--- src/rtl/centipede_cpu_ctrl_pkg.sv ---
// -----------------------------------------------------------------------------
// centipede_cpu_ctrl_pkg
//
// Shared definitions for the Centipede CPU control block: default timing
// constants for the phase divider, reset hold and watchdog, the counter width
// used by the hold and watchdog counters, and the reset sequencer state type.
// -----------------------------------------------------------------------------
package centipede_cpu_ctrl_pkg;

  // Master clocks per phi0 period (even, >= 4).
  localparam int CLK_DIV_DEF     = 8;
  // phi0 periods the CPU is held in reset after any reset cause (1..255).
  localparam int RESET_HOLD_DEF  = 32;
  // vblank rising edges without a kick before the watchdog fires (1..255).
  localparam int WDOG_FRAMES_DEF = 16;

  // Both the hold counter and the watchdog frame counter cover 0..255.
  localparam int CTR_W = 8;

  // Reset sequencer: RUN lets the CPU execute, HOLD keeps it in reset.
  typedef enum logic {
    RUN  = 1'b0,
    HOLD = 1'b1
  } seq_state_e;

endpackage

--- src/rtl/centipede_cpu_ctrl_sync_rise.sv ---
// -----------------------------------------------------------------------------
// sync_rise
//
// Brings an asynchronous level into the clk domain through a 2-FF synchronizer
// and emits a one-clk pulse on each synchronized rising edge. The pulse is
// combinational from the synchronizer output and its delayed copy, so a
// consumer that registers on it reacts 3 clks after the input rises.
//
// Ports:
//   clk      in  master clock
//   reset_n  in  asynchronous active-low reset (all stages cleared to 0)
//   din      in  asynchronous level
//   rise     out one-clk pulse on a synchronized 0->1 transition
// -----------------------------------------------------------------------------
module sync_rise (
  input  logic clk,
  input  logic reset_n,
  input  logic din,
  output logic rise
);

  // sr[0], sr[1]: synchronizer stages; sr[2]: previous synchronized value.
  logic [2:0] sr;

  always_ff @(posedge clk or negedge reset_n) begin
    if (!reset_n) begin
      sr <= '0;
    end else begin
      sr <= {sr[1:0], din};
    end
  end

  assign rise = sr[1] & ~sr[2];

endmodule

--- src/rtl/centipede_cpu_ctrl.sv ---
// -----------------------------------------------------------------------------
// centipede_cpu_ctrl
//
// Produces the 6502 phase clock, CPU reset and IRQ from the master clock and
// the video/decoder strobes, and implements the board watchdog that resets
// the CPU when the program stops writing the watchdog register.
//
// Build option: define CENTIPEDE_WATCHDOG_EN to include the watchdog. Without
// it, wdog_clr is ignored, wdog_rst is tied low and the CPU is held in reset
// only after reset_n.
//
// Parameters:
//   CLK_DIV      clk cycles per phi0 period (even, >= 4)
//   RESET_HOLD   phi0 periods cpu_reset_n stays low after a reset cause
//   WDOG_FRAMES  unkicked vblank edges before the watchdog fires
//
// Ports:
//   clk          in  master clock, all logic on its rising edge
//   reset_n      in  asynchronous active-low reset
//   v32          in  vertical count bit 32 (asynchronous), IRQ source
//   vblank       in  vertical blank level (asynchronous), watchdog tick
//   irq_ack      in  one-clk pulse, IRQ acknowledge write
//   wdog_clr     in  one-clk pulse, watchdog kick write
//   phi0         out CPU phase clock, high for the first half of the period
//   cpu_ce       out one-clk pulse in the last clk of each phi0 period
//   cpu_reset_n  out active-low CPU reset
//   irq          out active-high interrupt request (level until acked)
//   wdog_rst     out high while a watchdog-caused reset is being held
// -----------------------------------------------------------------------------
module centipede_cpu_ctrl
  import centipede_cpu_ctrl_pkg::*;
#(
  parameter int CLK_DIV     = CLK_DIV_DEF,
  parameter int RESET_HOLD  = RESET_HOLD_DEF,
  parameter int WDOG_FRAMES = WDOG_FRAMES_DEF
) (
  input  logic clk,
  input  logic reset_n,
  input  logic v32,
  input  logic vblank,
  input  logic irq_ack,
  input  logic wdog_clr,
  output logic phi0,
  output logic cpu_ce,
  output logic cpu_reset_n,
  output logic irq,
  output logic wdog_rst
);

  localparam int DIV_W = $clog2(CLK_DIV);

  localparam logic [DIV_W-1:0] CNT_LAST  = DIV_W'(CLK_DIV - 1);
  localparam logic [DIV_W-1:0] CNT_HALF  = DIV_W'(CLK_DIV / 2);
  localparam logic [CTR_W-1:0] HOLD_LAST = CTR_W'(RESET_HOLD - 1);
  localparam logic [CTR_W-1:0] WD_LAST   = CTR_W'(WDOG_FRAMES - 1);

  // ---------------------------------------------------------------------------
  // Phase divider
  // ---------------------------------------------------------------------------
  logic [DIV_W-1:0] cnt;
  logic [DIV_W-1:0] cnt_nxt;

  assign cnt_nxt = (cnt == CNT_LAST) ? '0 : cnt + 1'b1;

  // phi0 and cpu_ce are decoded from the next count so that, as registers,
  // they line up with cnt itself: phi0 == (cnt < CLK_DIV/2) and
  // cpu_ce == (cnt == CLK_DIV-1) in every clk after reset.
  always_ff @(posedge clk or negedge reset_n) begin
    if (!reset_n) begin
      cnt    <= '0;
      phi0   <= 1'b0;
      cpu_ce <= 1'b0;
    end else begin
      // NOTE: non-blocking assignments for all clocked state, so every
      // register samples values from before the edge regardless of order.
      cnt    <= cnt_nxt;
      phi0   <= (cnt_nxt < CNT_HALF);
      cpu_ce <= (cnt_nxt == CNT_LAST);
    end
  end

  // ---------------------------------------------------------------------------
  // Input synchronizers
  // ---------------------------------------------------------------------------
  logic v32_rise;
  logic vblank_rise;

  sync_rise u_v32_sync (
    .clk     (clk),
    .reset_n (reset_n),
    .din     (v32),
    .rise    (v32_rise)
  );

  sync_rise u_vblank_sync (
    .clk     (clk),
    .reset_n (reset_n),
    .din     (vblank),
    .rise    (vblank_rise)
  );

  // ---------------------------------------------------------------------------
  // Reset sequencer
  // ---------------------------------------------------------------------------
  seq_state_e       state;
  seq_state_e       state_nxt;
  logic [CTR_W-1:0] hold_cnt;
  logic [CTR_W-1:0] hold_cnt_nxt;
  logic             wd_fire;
  logic             hold_exit;

  always_comb begin
    // NOTE: every variable gets a default before any branch, so no path can
    // leave it unassigned and infer a latch.
    state_nxt    = state;
    hold_cnt_nxt = hold_cnt;
    case (state)
      HOLD: begin
        // The final count lands on the last clk of a phi0 period, so the CPU
        // leaves reset on the following phi0 rising edge.
        if (cpu_ce) begin
          if (hold_cnt == HOLD_LAST) begin
            state_nxt    = RUN;
            hold_cnt_nxt = '0;
          end else begin
            hold_cnt_nxt = hold_cnt + 1'b1;
          end
        end
      end
      RUN: begin
        // A watchdog fire is not phase aligned; the hold simply counts the
        // next RESET_HOLD cpu_ce pulses from wherever it starts.
        if (wd_fire) begin
          state_nxt    = HOLD;
          hold_cnt_nxt = '0;
        end
      end
      default: begin
        state_nxt = HOLD;
      end
    endcase
  end

  always_ff @(posedge clk or negedge reset_n) begin
    if (!reset_n) begin
      state    <= HOLD;
      hold_cnt <= '0;
    end else begin
      state    <= state_nxt;
      hold_cnt <= hold_cnt_nxt;
    end
  end

  assign hold_exit   = (state == HOLD) && (state_nxt == RUN);
  assign cpu_reset_n = (state == RUN);

  // ---------------------------------------------------------------------------
  // Interrupt request
  // ---------------------------------------------------------------------------
  // A watchdog fire clears the request; otherwise a new v32 edge beats an
  // acknowledge arriving in the same clk so no interrupt is lost.
  logic irq_nxt;

  always_comb begin
    irq_nxt = irq;
    if (wd_fire) begin
      irq_nxt = 1'b0;
    end else if (v32_rise) begin
      irq_nxt = 1'b1;
    end else if (irq_ack) begin
      irq_nxt = 1'b0;
    end
  end

  always_ff @(posedge clk or negedge reset_n) begin
    if (!reset_n) begin
      irq <= 1'b0;
    end else begin
      irq <= irq_nxt;
    end
  end

  // ---------------------------------------------------------------------------
  // Watchdog
  // ---------------------------------------------------------------------------
`ifdef CENTIPEDE_WATCHDOG_EN
  logic [CTR_W-1:0] wd_cnt;
  logic [CTR_W-1:0] wd_cnt_nxt;

  // Frames are not counted while the CPU is held in reset, and a kick in the
  // same clk as a frame edge wins so the program is never penalised for it.
  always_comb begin
    wd_cnt_nxt = wd_cnt;
    wd_fire    = 1'b0;
    if ((state == HOLD) || wdog_clr) begin
      wd_cnt_nxt = '0;
    end else if (vblank_rise) begin
      if (wd_cnt == WD_LAST) begin
        wd_fire    = 1'b1;
        wd_cnt_nxt = '0;
      end else begin
        wd_cnt_nxt = wd_cnt + 1'b1;
      end
    end
  end

  always_ff @(posedge clk or negedge reset_n) begin
    if (!reset_n) begin
      wd_cnt   <= '0;
      wdog_rst <= 1'b0;
    end else begin
      wd_cnt <= wd_cnt_nxt;
      if (wd_fire) begin
        wdog_rst <= 1'b1;
      end else if (hold_exit) begin
        wdog_rst <= 1'b0;
      end
    end
  end
`else
  // Without the watchdog the frame edge and kick strobe have no consumer.
  logic unused_wd;

  assign wd_fire   = 1'b0;
  assign wdog_rst  = 1'b0;
  assign unused_wd = ^{wdog_clr, vblank_rise, hold_exit, WD_LAST};
`endif

endmodule

--- config.mk ---
export PLATFORM = sky130hd
export DESIGN_NAME = centipede_cpu_ctrl
export DESIGN_NICKNAME = d
export VERILOG_FILES = /design/src/rtl/centipede_cpu_ctrl_pkg.sv /design/src/rtl/centipede_cpu_ctrl_sync_rise.sv /design/src/rtl/centipede_cpu_ctrl.sv
export SDC_FILE = /design/constraint.sdc
export NUM_CORES = 1
export LEC_CHECK = 0
export CAP_MARGIN = 20
export CORE_MARGIN = 1.5
export CORE_UTILIZATION = 30
export CTS_CLUSTER_DIAMETER = 100
export DETAILED_ROUTE_END_ITERATION = 12
export SYNTH_ARGS = -nofsm -noshare
export SYNTH_HDL_FRONTEND = slang
export SYNTH_HIERARCHICAL = 1
export SYNTH_SLANG_ARGS = --single-unit
--- constraint.sdc ---
create_clock -name clk -period 1.6 [get_ports clk]
set_input_delay 0.48 -clock clk [delete_from_list [all_inputs] [get_ports clk]]
set_output_delay 0.48 -clock clk [all_outputs]
set_load 0.02 [all_outputs]
Word level (Yosys, flattened, before mapping)

Cells that the tools add are included.

Output and inout port bits: 5
Input port bits: 6
Logic and storage cells: 28
Bits in registers: 18

Multiplexer cells: 9
Add/sub/neg operators: 2
Reductions and logical operators: 2
Eq/ne operators: 4
Bitwise logic cells: 3
Order comparisons: 1

Operators by type and width:

| cell                                              | number |
|---|---|
| two-way mux 8 bit                                 | 3 |
| adder 8 x 1 -> 8 bit, second input constant       | 1 |
| == test 8 x 5 -> 1 bit, second input constant     | 1 |
| == test 3 bit, second input constant              | 2 |
| two-way mux 1 bit                                 | 4 |
| adder 3 x 1 -> 3 bit, second input constant       | 1 |
| less-than comparator 3 bit, second input constant | 1 |
| two-way mux 3 bit                                 | 1 |
| inequality test 2 bit, second input constant      | 1 |
| NOT 1 bit                                         | 2 |
| case mux 1 bit (2 select lines)                   | 1 |
| AND reduction 2 bit                               | 1 |
| nonzero test 2 bit                                | 1 |
| AND 1 bit                                         | 1 |

Depth between registers and ports, before layout

Word-level depth: 4
Gate-level depth with buffers: 4
Gate-level depth less buffers: 4

Cells and area by module

Netlist, hierarchy kept.

By module, submodules not included:

| module             | cells each | area each (um^2) | instances |
|---|---|---|---|
| centipede_cpu_ctrl | 61         | 666.9            | 1 |
| sync_rise          | 4          | 88.8             | 1 |

Worst setup path before layout

Ideal clock, no wire load.

Kind: flip-flop to flip-flop
From: register hold_cnt[0]
To: register hold_cnt[3]
Arrival time: 1136 ps
Cell stages (with the launch flop): 5
Setup time: 124 ps
Setup slack: 340 ps
Period minus slack after synthesis: 1260 ps
Cell sequence: dfrtp_1 -> ha_1 -> nor4b_2 -> a221oi_1 -> a211o_1

Longest elaborated chain between the ends: 4

Ends and longest elaborated chain:

| what                                                                  | line                                                 | RTL |
|---|---|---|
| from (decl)                                                           | centipede_cpu_ctrl.sv:107                            | `logic [CTR_W-1:0] hold_cnt;` |
| from (signal assigned)                                                | centipede_cpu_ctrl.sv:150                            | `hold_cnt <= hold_cnt_nxt;` |
| adder 8 x 1 -> 8 bit / == test 8 x 5 -> 1 bit (equally long branches) | centipede_cpu_ctrl.sv:126, centipede_cpu_ctrl.sv:122 |  |
| two-way mux 8 bit (*)                                                 | centipede_cpu_ctrl.sv:122                            | `if (hold_cnt == HOLD_LAST) begin` |
| two-way mux 8 bit (*)                                                 | centipede_cpu_ctrl.sv:121                            | `if (cpu_ce) begin` |
| two-way mux 8 bit (*)                                                 | centipede_cpu_ctrl.sv:117                            | `case (state)` |

Every way passes the cells marked *; elsewhere a longest branch is shown, timed or not. The select of a mux whose other input is x is not followed.
A chain may end at the register's enable or synchronous reset.

Worst setup path after layout

From: register state
To: output port cpu_reset_n

Longest elaborated chain between the ends: 1

Ends and longest elaborated chain:

| what                   | line                      | RTL |
|---|---|---|
| from (decl)            | centipede_cpu_ctrl.sv:105 | `seq_state_e state;` |
| from (signal assigned) | centipede_cpu_ctrl.sv:149 | `state <= state_nxt;` |
| NOT 1 bit              | centipede_cpu_ctrl.sv:155 | `assign cpu_reset_n = (state == RUN);` |
| to (decl)              | centipede_cpu_ctrl.sv:45  | `output logic cpu_reset_n,` |

Every way passes these cells.

==> impl_summary.md <==
Finish
The most common cell after layout, fill and taps aside is dfrtp_1. In the layout the commonest cells are 17 x dfrtp_1, 6 x inv_1, 6 x nand2_1. Compared with the post-synthesis result, the final layout area differs by 19.9%. The post-route core utilization is 37.2%. After the flow finishes, the layout carries non-filler instances totaling roughly 110. The post-route standard cell area excluding fillers is between 900 and 1000 um^2. For this run, the post-layout net count is slightly below 90. The number of diodes added for antenna fixing is 0.

The fraction of layout cells with a size suffix above 1 is about 17%.

GRT
Entering global routing, the biggest net connects 19 pins. The initial antenna violation count came to 0. In the global route stage, overall resource usage came out at between 10% and 20%.

The global route total overflow is 0. The via count of the first global-routing pass is a little under 500. The first-pass GRT wire length is between 2000 and 2500 um.

CTS
CTS built an H-tree with a depth of 1. After clock tree synthesis, the flow added hold-fix buffers numbering 0. Once the clock tree was built, the resizer swapped 7 gates to a different size. Clock tree synthesis found a total of 18 sinks. Clock latency on the worst-skew pair, taken at its later pin, is 300 ps. The clock root buffer master is clkbuf_4.

The clock tree from TritonCTS is yes. The post-CTS repair timing setup buffer count is 0. The buffer depth of the longest clock path is 2. The clock edge transition at the registers on the reported setup and hold paths is roughly 100 ps. The number of buffers created by CTS is 3.

Critical path
The highest fanout seen on the critical path is 2. The startpoint of the worst-slack reg-to-reg timing path is state$_DFF_PN1_. The setup slack on the worst flop-to-flop path is 210 ps. Data on the critical path arrives at its endpoint at between 1000 and 1500 ps. The critical path launch point type is a register. The cell depth of the worst flop-to-flop path is 4. Data on the critical path is required at its endpoint by between 1000 and 1500 ps. The critical path class is reg2out. The worst reg2reg path endpoint is hold_cnt[5]$_DFFE_PN0P_. STA classifies the critical path endpoint as an output port.

Timing
The count of endpoints failing hold in the final timing report is 0. The post-route clock skew is between 10 and 15 ps. Setup slack on the critical path of the routed design comes to 87.2 ps. Setup violations remaining at the end of the flow were counted as 0. Setup repair after global routing left no endpoint under its margin. Final hold analysis gives a worst-case slack of roughly 360 ps. Subtracting the final worst setup slack from the clock period gives between 1500 and 2000 ps. The max-slew violation count is 0. The worst path uses between 90% and 100% of the clock period. Static timing analysis puts the maximum clock frequency at approximately 660 MHz. For the final routed database, the setup TNS stands at 0 ps.

Run status
The run finished with clean final reports.

Floorplan
The floorplan die area is 2830 um^2. The I/O pin count is 11. The effective utilization at floorplan is a little under a third. The chip width is approximately 53 um.

The area of the core is between 2000 and 2500 um^2. The number of standard-cell rows in the floorplan is 18. The die is approximately 53 um tall.

Logic synthesis
Synthesis produced a netlist whose cell count is 65. In the synthesized netlist the async set-or-reset flop fraction comes to 100%. In this run the cell area of the synthesized design comes to 756 um^2. The Yosys warning count is 6. Among all flip-flop cells after synthesis, the most frequent one is dfrtp_1. The number of enable-type register cells in the synthesized netlist is 0. Synthesis produced a netlist with a net count of 75. The average instance in the mapped netlist occupies 11.6 um^2. The number of distinct standard cells referenced by the synthesized netlist is 25. After synthesis the netlist holds a flip-flop and latch count of 18. The sequential area share after synthesis is about three fifths.

Power and ir drop
In this run, the clock network consumes between 30% and 40% of the power. The worst-case IR drop observed on VDD is between 0.6 and 0.7 mV. Summed over all cells, the static leakage comes to between 0.4 and 0.5 nW.

Sequential cells account for 60.4% of the total power. The internal power of the cells totals 613 uW. For this design the total switching power over the nets is 156 uW. Combinational logic is responsible for ~3.8% of the overall power. Power spread over the standard cell area amounts to 848 nW/um^2. The total design power is 769 uW. The switching part of the total is about 20%.

Placement
Detailed placement finished with a half-perimeter wire length of between 800 and 900 um. The global placer's final weighted congestion is 0.709. The number of port buffers is 7.

OpenSTA, run right after detailed placement, puts the worst setup slack at a little over 40 ps. The post-placement cell area is around 880 um^2. Including well taps, the total number of placed cells is around 100.

Worst hold path
The kind of path behind the tightest hold check is reg2reg. The capture endpoint of the worst hold path is u_v32_sync/sr[1]$_DFF_PN0_. The worst hold path begins at u_v32_sync/sr[0]$_DFF_PN0_.

The hold path depth is 0.

Detailed routing
The average vias per placed instance is 4.51. For this block, the initial DRC count from the detailed router was 4. Summed over all layers, the routed wires come to about 1100 um. The detailed router placed a little under 500 vias in this run. The first detailed-routing pass took 4 iterations. In the routed design, unresolved DRC markers number 0. The number of nets with antenna violations after routing is 0. In the final routed layout, each cell accounts on average for 10.5 um.

Run
The tool flagged a number of max-cap violations equal to 0.
-- kinds of logic after synthesis --
| kind of cell | share of synthesized area (%) |
|---|---|
| simple gates | 17.1 |
| flops | 59.8 |
| compound gates | 5.96 |
| buf+inv | 3.97 |
| fa+ha+maj | 6.62 |
| xor+xnor | 4.64 |
| other cells | 0.496 |
| mux | 1.49 |
-- worst max path at each step --
stage	startpoint	end	slack (ps)	depth (start not counted)
2_1_floorplan	hold_cnt[0]$_DFFE_PN0P_	hold_cnt[3]$_DFFE_PN0P_	340	4
3_3_place_gp	state$_DFF_PN1_	cpu_reset_n	40	2
3_5_place_dp	state$_DFF_PN1_	cpu_reset_n	40	2
4_1_cts	state$_DFF_PN1_	cpu_reset_n	70	2
5_1_grt	state$_DFF_PN1_	cpu_reset_n	30	2
6_report	state$_DFF_PN1_	cpu_reset_n	90	2
-- Yosys cell counts, drive strengths merged, types with 2 or more instances --
cell type / count / area (um^2)
dfrtp: 17 / 425
inv: 6 / 22.5
nand2: 6 / 22.5
ha: 4 / 50.1
nand3: 4 / 20.0
nor2: 4 / 15.0
xor2: 3 / 26.3
a21oi: 2 / 10.0
nor2b: 2 / 20.0
nor3: 2 / 10.0
o21ai: 2 / 10.0
-- power groups by stage --
| stage | clock network (mW) | logic [mW] | registers, mW |
|---|---|---|---|
| 6_report | 0.275 | 0.0293 | 0.464 |
| 5_1_grt | 0.310 | 0.0335 | 0.465 |
| 4_1_cts | 0.294 | 0.0304 | 0.464 |
| 3_5_place_dp | 0 | 0.0322 | 0.473 |
| 3_3_place_gp | 0 | 0.0318 | 0.473 |
| 2_1_floorplan | 0 | 0.00827 | 0.475 |
-- metal layers --
| metal | wire length [um] | global-route usage [%] | vias to the layer above |
|---|---|---|---|
| met3 | 64 | 5.08 | 2 |
| met4 | 12 | 5.13 | 0 |
| met1 | 556 | 13.4 | 235 |
| met5 | 0 | 0 | - |
| met2 | 502 | 16.0 | 11 |
| li1 | - | - | 239 |
-- sequential cells by signal (all words and copies together) (netlist names) --
name and count:
state 1, hold_cnt 8, u_v32_sync/sr 3, irq 1
phi0 1, cpu_ce 1, cnt 3
-- worst max-delay path, cell delays in order (launching register included) --
cell and delay [ps]:
dfstp_2 540, inv_1 40, buf_2 150
-- final cells by class --
class	instances	area, um^2
flip-flops and latches	18	452
inverters	6	22.5
well taps	30	37.5
multi-input cells	40	274
clock buffers	4	36.3
repair buffers	10	83.8
fillers	255	1530
No activity file was read; power rests on OpenSTA's default activity.
